## src/rtl/clk_period_meter.sv

```systemverilog
// Measures period and high time of a slow external square wave in system-clock
// cycles, with back-to-back reporting and a stall timeout.
module clk_period_meter #(
  parameter int unsigned      CNT_W   = 28,
  parameter logic [CNT_W-1:0] TIMEOUT = 28'd100_000_000
) (
  input  logic             clk_in,
  input  logic             rst,
  input  logic             sig_in,
  input  logic             meas_en,
  output logic [CNT_W-1:0] period,
  output logic [CNT_W-1:0] high_time,
  output logic             meas_valid,
  output logic             timeout,
  output logic             busy
);

  typedef enum logic [1:0] {
    IDLE      = 2'd0,
    WAIT_LOW  = 2'd1,
    WAIT_RISE = 2'd2,
    MEASURE   = 2'd3
  } state_e;

  localparam logic [CNT_W-1:0] ONE = CNT_W'(1);

  // Input path: two-flop synchronizer plus one history flop.
  logic sync1_q, s_sync_q, s_prev_q;
  logic rise, fall;

  state_e           state_q, state_d;
  logic [CNT_W-1:0] cnt_q, cnt_d;
  logic [CNT_W-1:0] hts_q, hts_d;
  logic [CNT_W-1:0] period_q, period_d;
  logic [CNT_W-1:0] high_time_q, high_time_d;
  logic             valid_pend_q, valid_pend_d;
  logic             meas_valid_q;
  logic             timeout_q, timeout_d;
  logic             busy_q, busy_d;

  assign rise = s_sync_q & ~s_prev_q;
  assign fall = ~s_sync_q & s_prev_q;

  always_comb begin
    // NOTE: every signal written here is given a default first, so no path
    // through the case statement can leave one unassigned and infer a latch.
    state_d      = state_q;
    cnt_d        = cnt_q;
    hts_d        = hts_q;
    period_d     = period_q;
    high_time_d  = high_time_q;
    valid_pend_d = 1'b0;
    timeout_d    = 1'b0;

    unique case (state_q)
      IDLE: begin
        cnt_d = '0;
        if (meas_en) begin
          state_d = WAIT_LOW;
          cnt_d   = ONE;
        end
      end
      // Insist on seeing the input low first so the arming rise is genuine.
      WAIT_LOW: begin
        if (!s_sync_q) begin
          state_d = WAIT_RISE;
          cnt_d   = ONE;
        end else if (cnt_q == TIMEOUT) begin
          timeout_d = 1'b1;
          cnt_d     = ONE;
        end else begin
          cnt_d = cnt_q + ONE;
        end
      end
      WAIT_RISE: begin
        if (rise) begin
          state_d = MEASURE;
          cnt_d   = ONE;
          hts_d   = '0;
        end else if (cnt_q == TIMEOUT) begin
          state_d   = WAIT_LOW;
          timeout_d = 1'b1;
          cnt_d     = ONE;
        end else begin
          cnt_d = cnt_q + ONE;
        end
      end
      MEASURE: begin
        if (rise) begin
          period_d     = cnt_q;
          high_time_d  = hts_q;
          valid_pend_d = 1'b1;
          cnt_d        = ONE;
          hts_d        = '0;
        end else if (cnt_q == TIMEOUT) begin
          state_d   = WAIT_LOW;
          timeout_d = 1'b1;
          cnt_d     = ONE;
        end else begin
          cnt_d = cnt_q + ONE;
          if (fall) hts_d = cnt_q;
        end
      end
      default: begin
        state_d = IDLE;
        cnt_d   = '0;
      end
    endcase

    // Disable overrides everything below reset; a partial measurement is dropped.
    if (!meas_en) begin
      state_d      = IDLE;
      cnt_d        = '0;
      hts_d        = hts_q;
      period_d     = period_q;
      high_time_d  = high_time_q;
      valid_pend_d = 1'b0;
      timeout_d    = 1'b0;
    end

    busy_d = (state_d != IDLE);
  end

  always_ff @(posedge clk_in) begin
    // NOTE: state registers use non-blocking assignments so every flop samples
    // the pre-edge values regardless of statement order.
    if (rst) begin
      sync1_q      <= 1'b0;
      s_sync_q     <= 1'b0;
      s_prev_q     <= 1'b0;
      state_q      <= IDLE;
      cnt_q        <= '0;
      hts_q        <= '0;
      period_q     <= '0;
      high_time_q  <= '0;
      valid_pend_q <= 1'b0;
      meas_valid_q <= 1'b0;
      timeout_q    <= 1'b0;
      busy_q       <= 1'b0;
    end else begin
      sync1_q      <= sig_in;
      s_sync_q     <= sync1_q;
      s_prev_q     <= s_sync_q;
      state_q      <= state_d;
      cnt_q        <= cnt_d;
      hts_q        <= hts_d;
      period_q     <= period_d;
      high_time_q  <= high_time_d;
      valid_pend_q <= valid_pend_d;
      meas_valid_q <= valid_pend_q;
      timeout_q    <= timeout_d;
      busy_q       <= busy_d;
    end
  end

  assign period     = period_q;
  assign high_time  = high_time_q;
  assign meas_valid = meas_valid_q;
  assign timeout    = timeout_q;
  assign busy       = busy_q;

endmodule

```

## config.mk

```make
export PLATFORM = sky130hd
export DESIGN_NAME = clk_period_meter
export DESIGN_NICKNAME = d
export VERILOG_FILES = /design/src/rtl/clk_period_meter.sv
export SDC_FILE = /design/constraint.sdc
export NUM_CORES = 1
export LEC_CHECK = 0
export ABC_AREA = 0
export CORE_MARGIN = 3
export CORE_UTILIZATION = 49
export CTS_CLUSTER_SIZE = 16
export DETAILED_ROUTE_END_ITERATION = 10
export PLACE_DENSITY = 0.78
export SLEW_MARGIN = 20
export SYNTH_ARGS = -nofsm -noshare
export SYNTH_HDL_FRONTEND = slang
export SYNTH_SLANG_ARGS = --single-unit
```

## constraint.sdc

```tcl
create_clock -name clk_in -period 2 [get_ports clk_in]
set_input_delay 0.4 -clock clk_in [delete_from_list [all_inputs] [get_ports clk_in]]
set_output_delay 0.4 -clock clk_in [all_outputs]
set_load 0.02 [all_outputs]
```

==> impl_metrics.toml, run 1 <==
[place]
gp_congestion = 0.867
dpl.hpwl_mm = 7.36
dp.cells = 673
dp_slack_ns = 0.0699
placed_cell_area_mm2 = 0.00539
numPortBuffers = 62

[cts]
numCtsBuffers = 17
cts_tree = "done"
clock-root-buffer = "clkbuf_8"
insertion_delay_ns = 0.52
holdBufCountCts = 0
clock-sinks = 121
cts_max_path_buffers = 2
clk_pin_slew_ns = 0.06
htreeDepth = 4

[grt]
track_usage_pct = 24.1
grt_max_degree = 62
grt_pass1_vias = 3967
grt_pass1_wl_mm = 19.4
antenna_found_initial = 0
grt_remaining_overflow = 0

[die]
dieWidth_um = 102
core_area_mm2 = 0.00881
die_area_mm2 = 0.0103
io_pins = 63
placementRows = 34
die_y_um = 102
start_util_pct = 51.0

[worst_setup_path]
regToRegSetupSlack_ns = 0.02
crit_family = "simple AND/OR/NAND/NOR gates"
critical_path.cell_chain = "nand4_4, or4_1, or4_1, a21oi_1"
crit_fanout = 4
crit_buf_inv = 0
cp_common_cell = "or4_1"
worst_setup_path_end_kind = "register"
critPathMaxStageDelay_ns = 0.55
worstPathArrival_ns = 2.42
worst_path_max_delay_cell = "or4_1"
critPathRequiredTime_ns = 2.44
critPathLaunchType = "register"
critical_path_class = "reg -> reg"

[pwr]
seq_power_share_pct = 42.5
switching_share_pct = 20.8
leakage_nw = 2.09
p_comb_share_pct = 1.6
p_int_mw = 4.52
pwr-share-clk_pct = 55.9
peakVddDrop_mv = 0.506
p_per_area_mw_per_mm2 = 934
switchingPower_mw = 1.19
total_power_mw = 5.70

[logic_synthesis]
postSynth.asyncResetShare_pct = 0
synth.net_count = 506
synth-seq-area-share_pct = 54.0
synth_flop_cell = "dfxtp_1"
yosysTopAreaCellShare_pct = 54.0
synthesis.area_mm2 = 0.00449
netlist_instances = 499
ys_ff_latch = 121
synth_cell_types = 43
ys_warn_count = 0
synth-edff-count = 0
syn_avg_cell_area_um2 = 8.99
netlist_top_cells_area = "dfxtp_1, nand2_1, a21oi_1"
yosysTopAreaCell = "dfxtp_1"

[layout]
syn2layout_area_growth_pct = 36.1
nFillCells = 623
design_area_mm2 = 0.00611
finish.utilization_pct = 69.4
nets = 594
layout-drive-gt1-share_pct = 15.0
diodes = 0
instances_no_fill = 708

[detailed_routing]
antenna_left = 0
wl_per_cell_um = 16.6
remaining_drc_errors = 0
wl_mm = 11.8
dr.first_iter.drc_count = 354
firstDrtPassIters = 6
vias = 4060
vias_per_cell = 5.73

[sta]
hold_viol = 0
tightest_slew_ns = 0.595
worst_slack_ns = 0.0165
setup_viol = 0
holdWs_ns = 0.388
timing.fmax_ghz = 0.504
period_needed_ns = 1.98
fin_crit_sh_pct = 99.2
fin_skew_ns = 0.00726
slew_viol_final = 0
slew_headroom_pct = 60.3
tns_ns = 0

[job]
cap_violations = 0

[min_path]
hold_class = "in -> reg"

[run_status]
status = "completed"
placed cells by master, fill, tap and decap left out, drive strengths merged, types with 7 or more instances in the layout:
master / Yosys / layout
a32o: 14 / 14
clkbuf: 27 / 18
a21oi: 71 / 71
nand2: 121 / 121
xnor2: 10 / 10
or4: 10 / 10
a22o: 14 / 14
o31ai: 7 / 7
inv: 7 / 10
nor2: 20 / 20
buf: 8 / 43
dfxtp: 121 / 121
o21ai: 8 / 8
nand3: 9 / 9
nand4: 10 / 10
clkdlybuf4s50: 0 / 61
or3: 7 / 7
registers in the layout (all words and copies together), names as in the netlist:
register / cells
cnt_q: 28
state_q: 2
high_time: 28
valid_pend_q: 1
timeout: 1
busy: 1
s_sync_q: 1
sync1_q: 1
meas_valid: 1
hts_q: 28
period: 28
s_prev_q: 1
worst reg2reg max path, delay by kind of cell, from the launching register on:
family / cells / cell delay, ns
and+or+nand+nor: 3 / 1.22
AOI/OAI and AO/OA: 1 / 0.21
DFF: 1 / 0.48
repair_timing:
item	4_1_cts	5_1_grt
setup buffers	0	1
gates resized for setup	5	15
pin swaps	0	2
cloned	0	2
setup endpoints to repair	31	35
cells in the mapped netlist, drive strengths merged (5+ instances only):
| cell | count |
|---|---|
| nand2 | 121 |
| nor2b | 5 |
| buf | 8 |
| xnor2 | 10 |
| o21ai | 8 |
| o31ai | 7 |
| clkbuf | 27 |
| nand3 | 9 |
| a32o | 14 |
| nand4 | 10 |
| a22o | 14 |
| or3 | 7 |
| nor4 | 5 |
| or4 | 10 |
| dfxtp | 121 |
| nor2 | 20 |
| a21oi | 71 |
| inv | 7 |
cells by family after synthesis:
kind of cell | count (synthesis) | share of synthesized area [%]
AOI/OAI and AO/OA | 120 | 17.2
xor gates and xnor gates | 12 | 2.34
adders and majority gates | 3 | 0.837
buffers and inverters | 42 | 4.43
DFF | 121 | 54.0
and+or+nand+nor | 201 | 21.2
power groups by stage:
stage | Combinational (mW) | Clock, mW | Sequential [mW]
6_report | 0.0891 | 3.19 | 2.43
5_1_grt | 0.0967 | 3.33 | 2.43
3_3_place_gp | 0.0708 | 0 | 2.48
3_5_place_dp | 0.0720 | 0 | 2.48
4_1_cts | 0.0775 | 3.20 | 2.43
2_1_floorplan | 0.0461 | 0 | 2.48
area by class of cell:
cell class | instances | area, um2 | area share (%)
sequential | 121 | 2430 | 39.8
multi-input combinational | 336 | 1920 | 31.5
timing repair buffer | 104 | 971 | 15.9
clock buffer | 18 | 428 | 7.01
clock inverter | 14 | 195 | 3.20
tap | 108 | 135 | 2.21
inverter | 7 | 26.3 | 0.430
layer usage:
layer  up-vias  global-route usage, %  routed length (um)
met5         -                      0                   0
met4         0                   10.4                 256
met1      1914                   30.8                4910
met2       191                   38.2                5710
li1       1921                      -                   -
met3        34                   6.82                 900
path summary, 6_finish.rpt:
path,end,startpoint,cells past startpoint
worst min-delay path,busy,rst,3
worst max-delay path,cnt_q[27],cnt_q[5],4
worst max register to register,cnt_q[27],cnt_q[5],4
worst min register to register,meas_valid,valid_pend_q,1
(Power assumes the default switching activity.)
==> run 2, diff against run 1 <==
--- a/config.mk
+++ b/config.mk
@@ -13,3 +13,4 @@
 export PLACE_DENSITY = 0.78
-export SLEW_MARGIN = 20
+export SETUP_SLACK_MARGIN = 0.02
+export SLEW_MARGIN = 40
 export SYNTH_ARGS = -nofsm -noshare
--- a/constraint.sdc
+++ b/constraint.sdc
@@ -3,2 +3,2 @@
 set_output_delay 0.4 -clock clk_in [all_outputs]
-set_load 0.02 [all_outputs]
+set_load 0.005 [all_outputs]
==> impl_metrics.toml, run 2 (same netlist as run 1, synthesis figures left out) <==
[layout]
final_cell_mix = "nand2_1, dfxtp_1, a21oi_1, clkdlybuf4s50_1, buf_4"
layout-drive-gt1-share_pct = 16.9
nets = 596
nFillCells = 604
diodes = 0
finish.utilization_pct = 69.9
final_common_cell = "nand2_1"
syn2layout_area_growth_pct = 37.2

[grt]
track_usage_pct = 24.1
grt_remaining_overflow = 0
antenna_found_initial = 0
grt_max_degree = 62
grt_pass1_wl_mm = 19.4
grt_pass1_vias = 3967

[worst_setup_path]
worst_path_max_delay_cell = "dfxtp_4"
r2r-start = "cnt_q[0]"
critical_path.cell_chain = "inv_2, ha_2, nor4b_4, nand4_1, buf_4, o32ai_4, buf_6, a32o_1"
critPathLaunchType = "register"
critPathMaxStageDelay_ns = 0.38
worst_setup_path_end_kind = "register"
worstPathArrival_ns = 2.38
crit_end = "hts_q[1]"
r2r_cells = 8
timing.rr.end = "hts_q[1]"
critical_path_class = "reg -> reg"
regToRegSetupSlack_ns = 0.07
startpoint = "cnt_q[0]"
critPathRequiredTime_ns = 2.46
crit_fanout = 7

[cts]
insertion_delay_ns = 0.52
clock-root-buffer = "clkbuf_8"
cts_max_path_buffers = 2
clock-sinks = 121
clk_pin_slew_ns = 0.06
htreeDepth = 4
numCtsBuffers = 17
holdBufCountCts = 0
cts_tree = "done"

[sta]
fin_skew_ns = 0.00735
timing.fmax_ghz = 0.519
tightest_slew_ns = 0.606
period_needed_ns = 1.93
hold_viol = 0
slew_viol_final = 0
setup_viol = 0
fin_crit_sh_pct = 96.4
rsz0062_at_grt = "yes"
slew_headroom_pct = 59.6
holdWs_ns = 0.397

[detailed_routing]
vias_per_cell = 5.76
dr.first_iter.drc_count = 440
remaining_drc_errors = 0
vias = 4091
antenna_left = 0
wl_mm = 12.1
firstDrtPassIters = 6
wl_per_cell_um = 17.1

[job]
cap_violations = 0

[die]
die_area_mm2 = 0.0103
die_y_um = 102
start_util_pct = 51.0
dieWidth_um = 102
placementRows = 34
io_pins = 63
core_area_mm2 = 0.00881

[place]
dpl.hpwl_mm = 7.36
gp_congestion = 0.867
numPortBuffers = 62

[pwr]
p_per_area_mw_per_mm2 = 926
leakage_nw = 2.10
peakVddDrop_mv = 0.415

[min_path]
hold_class = "in -> reg"
min_path_cells = 3

[run_status]
status = "completed"
run 2: cell count changes in the layout (fill, tap and decap cells not counted), moves of 2 or more:
cell / previous run / this run
dfxtp_1: 117 / 113
ha_1: 2 / 0
dfxtp_2: 3 / 6
buf_4: 36 / 38
run 2: where the power goes:
group	internal, mW	leakage, nW	switching [mW]	total (mW)
Sequential	2.42	0.980	0.00884	2.42
Combinational	0.0363	0.823	0.0546	0.0910
Clock	2.06	0.294	1.12	3.18
Total	4.52	2.10	1.18	5.70
run 2: how the worst min path moves through the flow:
stage	slack [ns]	endpoint	from
3_3_place_gp	0.42	meas_valid	valid_pend_q
3_5_place_dp	0.43	meas_valid	valid_pend_q
5_1_grt	0.43	busy	rst
6_report	0.40	busy	rst
4_1_cts	0.36	busy	rst
2_1_floorplan	0.41	meas_valid	valid_pend_q
run 2: through the flow:
step / instance area, um2 / setup slack (ns) / setup TNS, ns / total power, mW / std cells
floorplan: 4490 / 0.0460 / 0 / 2.52 / 499
global placement: 5390 / 0.112 / 0 / 2.55 / 673
detailed placement: 5390 / 0.0699 / 0 / 2.55 / 673
CTS: 6040 / 0.0490 / 0 / 5.70 / 705
global route: 6150 / -0.0163 / -0.0805 / 5.85 / 710
finish: 6150 / 0.0722 / 0 / 5.70 / 710
run 2: timing repair:
item / in CTS / in global routing
pin swaps: 0 / 4
cloned: 0 / 2
hold endpoints to repair: 0 / 0
resized for setup: 6 / 26
endpoints found under the setup margin: 32 / 34
buffers inserted: 0 / 3
run 2: critical path: cells and delay by family (launching register included):
kind | cells | cell delay, ns
AOI/OAI and AO/OA | 2 | 0.50
adders and majority gates | 1 | 0.17
and+or+nand+nor | 2 | 0.36
buffers and inverters | 3 | 0.44
DFF | 1 | 0.38
run 2: per-layer routing:
metal  track usage [%]  vias to the layer above  part of all wire [%]
li1                  -                     1932                     -
met1              30.8                     1945                    42
met2              38.2                      186                    50
met3              6.82                       28                   6.4
met4              10.4                        0                   1.7
met5                 0                        -                     0
run 2: area by class of cell:
cell class | count | area [um2] | share of cell area [%]
Clock buffer | 18 | 428 | 6.95
Timing Repair Buffer | 106 | 986 | 16.0
Sequential cell | 121 | 2440 | 39.6
Multi-Input combinational cell | 336 | 1950 | 31.6
Inverter | 7 | 26.3 | 0.427
Clock inverter | 14 | 195 | 3.17
Tap cell | 108 | 135 | 2.20
